## config.mk

```make
export PLATFORM = sky130hd
export DESIGN_NAME = fetch_stage
export DESIGN_NICKNAME = d
export VERILOG_FILES = /design/src/rtl/fetch_stage.sv
export SDC_FILE = /design/constraint.sdc
export NUM_CORES = 1
export LEC_CHECK = 0
export ABC_AREA = 0
export BUFFER_PORTS_ARGS = -buffer_cell sky130_fd_sc_hd__buf_2
export CORE_MARGIN = 1.5
export CORE_UTILIZATION = 25
export DETAILED_ROUTE_END_ITERATION = 6
export GPL_TIMING_DRIVEN = 1
export SETUP_SLACK_MARGIN = 0.3
export SLEW_MARGIN = 30
export SYNTH_ARGS = -nofsm -noshare
export SYNTH_HDL_FRONTEND = slang
export SYNTH_SLANG_ARGS = --single-unit
```

## constraint.sdc

```tcl
create_clock -name clk -period 7.4 [get_ports clk]
set_input_delay 0.37 -clock clk [delete_from_list [all_inputs] [get_ports clk]]
set_output_delay 0.37 -clock clk [all_outputs]
set_load 0.03 [all_outputs]
```

## src/rtl/fetch_stage.sv

```systemverilog
// ---------------------------------------------------------------------------
// fetch_stage
//   Instruction-fetch stage feeding decode. Owns the fetch PC, absorbs the
//   one-cycle latency of the synchronous instruction memory, freezes the
//   presented instruction while decode stalls, and squashes the wrong-path
//   slot on a redirect. Any slot without a live instruction carries NOP so
//   the decoders downstream never see stale memory data.
//
// Ports
//   clk          in   rising-edge clock
//   rst_n        in   synchronous active-low reset
//   stall        in   decode cannot accept; hold PC and presented instruction
//   redirect     in   taken branch/jump; squash this slot, fetch redirect_pc
//   redirect_pc  in   redirect target (bits [1:0] ignored)
//   imem_en      out  IMEM read enable
//   imem_addr    out  IMEM word address
//   imem_rdata   in   IMEM data, one cycle after an enabled read
//   inst_d       out  instruction presented to decode
//   pc_d         out  PC of inst_d
//   valid_d      out  inst_d is architecturally live
//   fetch_count  out  number of instructions accepted by decode
// ---------------------------------------------------------------------------
module fetch_stage #(
    parameter logic [31:0] RESET_PC = 32'h0000_2000,
    parameter int          IMEM_AW  = 14,
    parameter logic [31:0] NOP      = 32'h0000_0013
) (
    input  logic               clk,
    input  logic               rst_n,
    input  logic               stall,
    input  logic               redirect,
    input  logic [31:0]        redirect_pc,
    output logic               imem_en,
    output logic [IMEM_AW-1:0] imem_addr,
    input  logic [31:0]        imem_rdata,
    output logic [31:0]        inst_d,
    output logic [31:0]        pc_d,
    output logic               valid_d,
    output logic [31:0]        fetch_count
);

    logic [31:0] pc_f_q,        pc_f_d;
    logic        pend_v_q,      pend_v_d;
    logic [31:0] pend_pc_q,     pend_pc_d;
    logic        hold_v_q,      hold_v_d;
    logic [31:0] hold_inst_q,   hold_inst_d;
    logic [31:0] fetch_count_q, fetch_count_d;

    logic [31:0] redir_pc_al;
    logic        accept;

    assign redir_pc_al = redirect_pc & ~32'h3;

    // Issue side: a redirect target goes to memory in the same cycle so the
    // penalty is a single squashed slot.
    assign imem_en   = (rst_n & ~stall) | redirect;
    assign imem_addr = redirect ? redir_pc_al[IMEM_AW+1:2] : pc_f_q[IMEM_AW+1:2];

    // Presentation mux. The held copy must win over live memory data because
    // the memory output is meaningless once reads stop during a stall.
    always_comb begin
        inst_d  = NOP;
        valid_d = 1'b0;
        if (redirect) begin
            inst_d  = NOP;
            valid_d = 1'b0;
        end else if (hold_v_q) begin
            inst_d  = hold_inst_q;
            valid_d = 1'b1;
        end else if (pend_v_q) begin
            inst_d  = imem_rdata;
            valid_d = 1'b1;
        end
    end

    assign pc_d        = pend_pc_q;
    assign fetch_count = fetch_count_q;
    assign accept      = valid_d & ~stall & ~redirect;

    always_comb begin
        pc_f_d        = pc_f_q;
        pend_v_d      = pend_v_q;
        pend_pc_d     = pend_pc_q;
        hold_v_d      = hold_v_q;
        hold_inst_d   = hold_inst_q;
        fetch_count_d = fetch_count_q + {31'd0, accept};

        if (redirect) begin
            pc_f_d    = redir_pc_al + 32'd4;
            pend_pc_d = redir_pc_al;
            pend_v_d  = 1'b1;
            hold_v_d  = 1'b0;
        end else if (stall) begin
            // Capture only on the first stall cycle: that is the single cycle
            // in which imem_rdata still carries the pending instruction.
            if (pend_v_q && !hold_v_q) begin
                hold_inst_d = imem_rdata;
                hold_v_d    = 1'b1;
            end
        end else begin
            // The held instruction (if any) is consumed this cycle, so the
            // next PC is issued immediately without a duplicate slot.
            pend_pc_d = pc_f_q;
            pend_v_d  = 1'b1;
            pc_f_d    = pc_f_q + 32'd4;
            hold_v_d  = 1'b0;
        end
    end

    always_ff @(posedge clk) begin
        if (!rst_n) begin
            pc_f_q        <= RESET_PC;
            pend_v_q      <= 1'b0;
            pend_pc_q     <= RESET_PC;
            hold_v_q      <= 1'b0;
            hold_inst_q   <= NOP;
            fetch_count_q <= 32'd0;
        end else begin
            pc_f_q        <= pc_f_d;
            pend_v_q      <= pend_v_d;
            pend_pc_q     <= pend_pc_d;
            hold_v_q      <= hold_v_d;
            hold_inst_q   <= hold_inst_d;
            fetch_count_q <= fetch_count_d;
        end
    end

endmodule

```

# Word-level counts from Yosys, hierarchy flattened
# Cells that the tools add are included.
dict set report totals {
  reg_bits 130
  in_bits 68
  wordCells 36
}
dict set report classes {
  add_sub_neg 3
  eq_ne 1
  muxes 13
  bitwise_logic 7
  reduce_logical 5
}
# op n
set op_table {}
lappend op_table {{$mux W32} 7}
lappend op_table {{$add A32 B3 Y32 const B} 2}
lappend op_table {{$add A32 B1 Y32} 1}
lappend op_table {{$mux W14} 1}
lappend op_table {{$mux W1} 5}
lappend op_table {{$and A1 B1 Y1} 3}
lappend op_table {{$not A1 Y1} 3}
lappend op_table {{$reduce_and A3 Y1} 1}
lappend op_table {{$reduce_or A3 Y1} 1}
lappend op_table {{$ne A2 B1 Y1 const B} 1}
lappend op_table {{$reduce_or A2 Y1} 1}
lappend op_table {{$logic_and A1 B1 Y1} 1}
lappend op_table {{$logic_not A1 Y1} 1}
lappend op_table {{$or A1 B1 Y1} 1}

# Logic depth before layout (Yosys ltp)
# Gate-level depths: netlist of the first run.
dict set report depth {
  ltp_word 6
  ltp_mapped 15
}

# Least setup slack after synthesis of the first run
# No wires, ideal clock.
dict set report synth_path {
  path_kind {input port to flip-flop}
  from {input redirect}
  to {register fetch_count_q[26] (netlist: fetch_count[26])}
  setup_time_ns 0.128
  t_arrival_ns 3.110
  path_slack_ns 4.162
  stages 15
  n_path_buf 6
  path_cell_list {buf_4 buf_2 clkbuf_1 buf_2 clkbuf_1 nor3_1 ha_1 ha_1 nand2_1 nor4_1 and2_0 clkbuf_1 nand4_1 xor2_1 nor2_1}
}
dict set report synth_between {
  elab_chain_cells 4
  elab_cells_between_ends 5
  classes_between {1 x add/sub; 1 x mux; 3 x bitwise}
}
# element line
set synth_rtl {}
lappend synth_rtl {{from (decl)} 31} ;# input logic redirect,
lappend synth_rtl {{$mux W1} 64} ;# if (redirect) begin
lappend synth_rtl {{$and A1 B1 Y1} 78} ;# assign accept = valid_d & ~stall & ~redirect;
lappend synth_rtl {{$and A1 B1 Y1 *} 78}
lappend synth_rtl {{$add A32 B1 Y32 *} 86} ;# fetch_count_d = fetch_count_q + {31'd0, accept};
lappend synth_rtl {{to (signal assigned)} 124} ;# fetch_count_q <= fetch_count_d;
lappend synth_rtl {{to (decl)} 47} ;# logic [31:0] fetch_count_q, fetch_count_d;
# Mark *: on every way between the ends. The rest lies on a longest branch, timed or not.
# A chain may end at the register's enable or synchronous reset.

# Worst setup path in the final report of the first run
dict set report layout_path {
  from {register hold_v_q}
  to {register fetch_count_q[31] (netlist: fetch_count[31])}
}
dict set report layout_between {
  elab_chain_cells 5
}
# element line
set layout_rtl {}
lappend layout_rtl {{from (decl)} 45} ;# logic hold_v_q, hold_v_d;
lappend layout_rtl {{from (signal assigned)} 122} ;# hold_v_q <= hold_v_d;
lappend layout_rtl {{$mux W1} 67} ;# end else if (hold_v_q) begin
lappend layout_rtl {{$mux W1} 64}
lappend layout_rtl {{$and A1 B1 Y1 (2 in a row)} 78}
lappend layout_rtl {{$add A32 B1 Y32} 86}
# Every way passes these cells.

==> reports/results.txt, run 1 <==
Outcome: finished clean
Seq/Total Area, Yosys: 39.17%
Ys flop type: dfxtp_1
Post-synth ARST share: 0%
Post-Syn Instances: 823
Post-DP Area: 7483 um^2
WP data required: 7740 ps
Vias per cell: 4.743
Row count: 58
Internal Power: 1.302 mW
Die Y: 163.5 um
Die ar.: 26730 um^2
Number of flops mapped to enable cells by yosys: 0
Synth-to-layout area growth: 25.32%
Top area cells in the synthesized netlist: dfxtp_1 (39%), nand2_1 (7.5%), nor2_1 (6.4%), a21oi_1 (5.0%), xnor2_1 (4.6%)
CTS root buf: clkbuf_16
Worst R2R Start: hold_v_q$_SDFFE_PP0P_
Register-to-register setup slack: 4300 ps
Critical Setup Path Class: flop to flop
I/O Buffers: 175
Grt ovf: 0
Max Root-Sink Buffers: 2
I/O pins: 180
RR Endpoint: fetch_count[31]$_SDFF_PN0_
Pins Over Slew Limit: 0
Final instance area: 8070 um^2
CP Launch Type: flop
Sw Ratio: 28.12%
Num CTS Buffers: 17
Max_cap viols: 0
Vias in the first global route: 5787
Maximum fanout along the worst path: 32
Vias: 6189
Worst-path clk slew: 60 ps
Min setup slack post-route: 4297 ps
Post-synthesis cell area: 6440 um^2
Max Freq: 0.3222 GHz
Area leader, netlist: dfxtp_1
Worst slew pin tran: 831.2 ps
ANT nets after route: 0
Worst hold path type: input port to flop
First drt pass iteration count: 5
Commonest non-fill, non-tap cells in the layout: buf_2 (174), nand2_1 (126), dfxtp_1 (126)
Nets: 1029
Lkg Pwr: 3.350 nW
Largest net degree at the start of global routing: 78
Setup Buffers After CTS: 0
Final WL: 18990 um
Cell count after placement: 1269
Clock power frac: 45.8%
Slew HR: 44.25%
DR iter-0 viols: 381
Placeable Area: 25250 um^2
Total power: 1.811 mW
Combinational fraction of design power: 13.9%
Worst-Skew Late Latency: 420 ps
Post-route setup TNS: 0 ps
DRC: 0
Resize count post-CTS: 0
Min-delay src: imem_rdata[1]
Sequential Power Share: 40.4%
Fill cells: 2714
CTS H-tree depth: 4
Ratio of cells with drive above 1 in the final layout: 24.41%
Die width: 163.5 um
Register bit total from synthesis: 126
CTS sink cnt: 126
Final setup fails: 0
Setup Skew: 6.572 ps
Syn_area_per_cell: 7.825 um^2
CTS Hold Bufs: 0
First-pass GRT wire length: 30130 um
Most common cell after layout, fill and taps aside: buf_2
Yosys warns: 0
Crit. Startpoint: hold_v_q$_SDFFE_PP0P_
PwrDens: 224.4 nW/um^2
Worst EP arrival: 3450 ps
Minimum clock period: 3103 ps
Top-area cell type share of the netlist area: 39.17%
Crit end category: flop
Placer congestion estimate: 0.8198
Peak supply drop: 93.77 uV
Wirelength per Cell: 14.55 um
Final cycle utilization of the critical path: 41.94%
Post-Layout Cell Count: 1305
WHS Endpoint: hold_inst_q[1]$_SDFFE_PN1P_
CTS tree: done
Yosys cell types: 53
Final HPWL DP: 12960 um
Starting Density: 25.50%
Worst slack, placed: 3920 ps
Total GRT Usage: 14.26%
Hold Path Depth: 3
Initial antenna violation count: 6
Switching pwr: 0.5092 mW
Worst Reg-to-Reg Cells: 10
RSZ-0062 raised after global routing: false
Hold Fails Final Rpt: 0
## logic make-up (layout without fill, tap and decap cells)
logic type / count (synthesis) / count (layout) / share of synthesized area [%]
AO/OA/AOI/OAI: 153 / 153 / 14.77
XOR/XNOR: 55 / 55 / 7.480
adder cells (fa/ha/maj): 3 / 3 / 0.5829
buffers and inverters: 83 / 230 / 6.003
flip-flops: 126 / 126 / 39.17
multiplexers: 34 / 34 / 5.498
other: 1 / 6 / 0.05823
AND/OR/NAND/NOR: 368 / 368 / 26.44
## worst max-delay path, stage by stage (launching register included)
cell and delay, ps:
dfxtp_1 300, buf_4 350, nor2_1 150, nor3_1 240, ha_1 280, nand3_1 120, nor4_1 540, and2_1 330
nand3_1 200, or3_1 380, a21oi_1 130
## power by group through the flow
stage               clock (mW)  sequential [mW]  combinational, mW
floorplan                    0            0.763              0.159
global placement             0            0.744              0.251
detailed placement           0            0.745              0.253
CTS                      0.852            0.730              0.254
global route             0.879            0.735              0.276
finish                   0.829            0.731              0.251
## stage by stage
stage               utilization, %  hold WS (ps)
CTS                          31.92         162.5
detailed placement           29.63         443.7
global placement             29.60         441.2
finish                       31.96         178.7
global route                 31.94         167.6
floorplan                        -         431.2
## flip-flops by register name, summed over array words and instances (netlist names)
signal,flops
pend_v_q,1
hold_inst_q,32
pc_d,30
pc_f_q,30
hold_v_q,1
fetch_count,32
## cells in the mapped netlist (2+ instances only)
| cell type | n |
|---|---|
| a211oi_1 | 19 |
| a21oi_1 | 64 |
| a222oi_1 | 2 |
| a22o_1 | 2 |
| a22oi_1 | 25 |
| a31oi_1 | 4 |
| and2_1 | 5 |
| and3_1 | 16 |
| and4_1 | 3 |
| buf_1 | 2 |
| buf_2 | 3 |
| buf_4 | 17 |
| clkbuf_1 | 45 |
| dfxtp_1 | 126 |
| ha_1 | 3 |
| inv_1 | 14 |
| mux2_2 | 10 |
| mux2i_1 | 23 |
| nand2_1 | 128 |
| nand3_1 | 38 |
| nand3b_1 | 8 |
| nand4_1 | 16 |
| nand4b_1 | 4 |
| nor2_1 | 109 |
| nor2b_1 | 2 |
| nor3_1 | 18 |
| nor4_1 | 4 |
| nor4_2 | 3 |
| o21a_1 | 4 |
| o21ai_0 | 11 |
| o21ai_1 | 7 |
| o22ai_1 | 9 |
| or3_1 | 6 |
| xnor2_1 | 34 |
| xor2_1 | 21 |
## final cells by class
cell class                      count  area (um^2)  area share [%]
Clock buffer                       21        460.4           5.705
Clock inverter                     11        116.4           1.442
Inverter                           15        57.56          0.7132
Timing Repair Buffer              183        938.4           11.63
Tap cell                          330        412.9           5.116
Multi-Input combinational cell    615         3552           44.02
Antenna cell                        4        10.01          0.1240
Sequential cell                   126         2522           31.26
## per-layer routing
metal / part of all wire (%) / up-vias / track usage [%]
li1: - / 3116 / -
met1: 47 / 2891 / 18.13
met2: 45 / 153 / 22.92
met3: 6.2 / 25 / 4.317
met4: 1.3 / 4 / 4.669
met5: 0.11 / - / 0
## worst max path at each step
stage	to	depth (start not counted)
2_1_floorplan	fetch_count[26]$_SDFF_PN0_	15
3_3_place_gp	fetch_count[26]$_SDFF_PN0_	11
3_5_place_dp	fetch_count[31]$_SDFF_PN0_	10
4_1_cts	fetch_count[31]$_SDFF_PN0_	10
5_1_grt	fetch_count[28]$_SDFF_PN0_	11
6_report	fetch_count[31]$_SDFF_PN0_	10
Note: power is estimated with default switching activity, not from simulation.
==> run 2: changes to the inputs <==
clock period = 3.05 ns   (was 7.4 ns; I/O delays follow)
==> run 2 against run 1 <==
Compared with the run above:
- first-iteration DRC count increased by 5.8%
- sequential share of layout area is 1.7 points lower
- count of clock-buffer cells in the layout down 4
- via count rose by 3.3%
- final area up 5.9%
- largest cell class unchanged
- hold slack got worse by 150 ps
- clock power grew to 2.7 times the previous value
- utilization rose by 1.9 points
- worst setup slack worse by 3600 ps
- combinational power grew to 2.6 times the previous value
==> reports/results.txt, run 2 (synthesis gave the netlist of run 1 again) <==
Final HPWL DP: 13520 um (was 12960 um)
CP Launch Type: flop (unchanged)
Crit end category: flop (unchanged)
DR iter-0 viols: 403 (was 381)
PwrDens: 542.2 nW/um^2 (was 224.4 nW/um^2)
CTS sink cnt: 126 (unchanged)
Wirelength per Cell: 14.87 um (was 14.55 um)
Num CTS Buffers: 17 (unchanged)
CTS H-tree depth: 4 (unchanged)
First-pass GRT wire length: 31130 um (was 30130 um)
Final setup fails: 0 (unchanged)
Hold Fails Final Rpt: 0 (unchanged)
Largest net degree at the start of global routing: 105 (was 78)
Fill cells: 2704 (was 2714)
Initial antenna violation count: 6 (unchanged)
Worst slew pin tran: 733.0 ps (was 831.2 ps)
Peak supply drop: 273.6 uV (was 93.77 uV)
Vias: 6396 (was 6189)
Max Freq: 0.4259 GHz (was 0.3222 GHz)
CTS tree: done (unchanged)
Slew HR: 51.08% (was 44.25%)
Synth-to-layout area growth: 32.70% (was 25.32%)
Row count: 58 (unchanged)
Total GRT Usage: 14.84% (was 14.26%)
WP data required: 3360 ps (was 7740 ps)
Pins Over Slew Limit: 0 (unchanged)
Outcome: finished clean (unchanged)
Starting Density: 25.50% (unchanged)
Worst-Skew Late Latency: 430 ps (was 420 ps)
Die Y: 163.5 um (unchanged)
Placeable Area: 25250 um^2 (unchanged)
Total power: 4.634 mW (was 1.811 mW)
Setup Skew: 12.05 ps (was 6.572 ps)
Die ar.: 26730 um^2 (unchanged)
Commonest non-fill, non-tap cells in the layout: buf_2 (174), nand2_1 (127), dfxtp_1 (126) (was buf_2 (174), nand2_1 (126), dfxtp_1 (126))
Ratio of cells with drive above 1 in the final layout: 24.78% (was 24.41%)
Most common cell after layout, fill and taps aside: buf_2 (unchanged)
Vias in the first global route: 5933 (was 5787)
DRC: 0 (unchanged)
Final WL: 19990 um (was 18990 um)
Die width: 163.5 um (unchanged)
CTS Hold Bufs: 32 (was 0)
Minimum clock period: 2348 ps (was 3103 ps)
Grt ovf: 0 (unchanged)
I/O Buffers: 175 (unchanged)
Post-route setup TNS: 0 ps (unchanged)
RSZ-0062 raised after global routing: false (unchanged)
Setup Buffers After CTS: 0 (unchanged)
Register area: 2522 um^2 (unchanged)
Worst EP arrival: 2650 ps (was 3450 ps)
ANT nets after route: 0 (unchanged)
Area occupied by multi-input gates: 3568 um^2 (was 3552 um^2)
Max Root-Sink Buffers: 2 (unchanged)
Worst hold path type: input port to flop (unchanged)
Critical Setup Path Class: flop to flop (unchanged)
First drt pass iteration count: 4 (was 5)
Worst-path clk slew: 70 ps (was 60 ps)
I/O pins: 180 (unchanged)
Placer congestion estimate: 0.8053 (was 0.8198)
Maximum fanout along the worst path: 6 (was 32)
Final cycle utilization of the critical path: 76.99% (was 41.94%)
Nets: 1071 (was 1029)
CTS root buf: clkbuf_16 (unchanged)
Max_cap viols: 0 (unchanged)
Resize count post-CTS: 0 (unchanged)
Vias per cell: 4.755 (was 4.743)
Lkg Pwr: 3.582 nW (was 3.350 nW)
-- run 2: metrics by stage --
step | hold WS, ps | setup WS (ps) | utilization (%) | instance area, um^2 | cells
finish | 26.45 | 701.8 | 33.84 | 8546 | 1345
global route | 26.87 | 378.2 | 33.83 | 8543 | 1344
CTS | 13.26 | 652.3 | 33.82 | 8541 | 1343
detailed placement | 394.5 | 574.9 | 30.04 | 7587 | 1279
global placement | 388.1 | 586.7 | 30.04 | 7587 | 1279
floorplan | 276.7 | 309.9 | - | 6470 | 824
-- run 2: layout make-up --
type,count,area share [%]
diodes,2,0.05857
clock buffers,17,4.978
clock inverters,15,2.430
multi-input cells,615,41.76
well taps,330,4.832
repair buffers,225,15.75
inverters,15,0.6735
flip-flops and latches,126,29.52
-- run 2: worst max-delay path, cell delays in order (launching register included) --
cell	delay [ps]
dfxtp_1	330
nor2_1	80
nor3_1	190
ha_1	260
ha_1	220
nand2_1	100
nor4_2	290
and2_0	390
nand4_1	160
xor2_1	170
nor2_1	50
-- run 2: power by group --
part	switching, mW	internal, mW
Clock	0.825	1.38
Sequential	0.0507	1.72
Combinational	0.425	0.233
Total	1.30	3.33
-- run 2: path summary, 6_finish.rpt --
| check | endpoint | slack (ps) | startpoint | cells after the start |
|---|---|---|---|---|
| setup / recovery | fetch_count[26]$_SDFF_PN0_ | 700 | pend_v_q$_SDFFE_PN0N_ | 10 |
| hold / removal | pc_d[31]$_SDFFE_PN0N_ | 30 | redirect_pc[31] | 3 |
| setup reg to reg | fetch_count[26]$_SDFF_PN0_ | 700 | pend_v_q$_SDFFE_PN0N_ | 10 |
| hold reg to reg | hold_inst_q[31]$_SDFFE_PN0P_ | 450 | hold_inst_q[31]$_SDFFE_PN0P_ | 2 |
-- run 2: metal layers --
metal  wire, um  vias up  track usage, %
met3       1392       19           4.596
met5         35        -               0
met2       9215      172           24.79
met4        166        6           4.174
li1           -     3193               -
met1       9183     3006           18.29
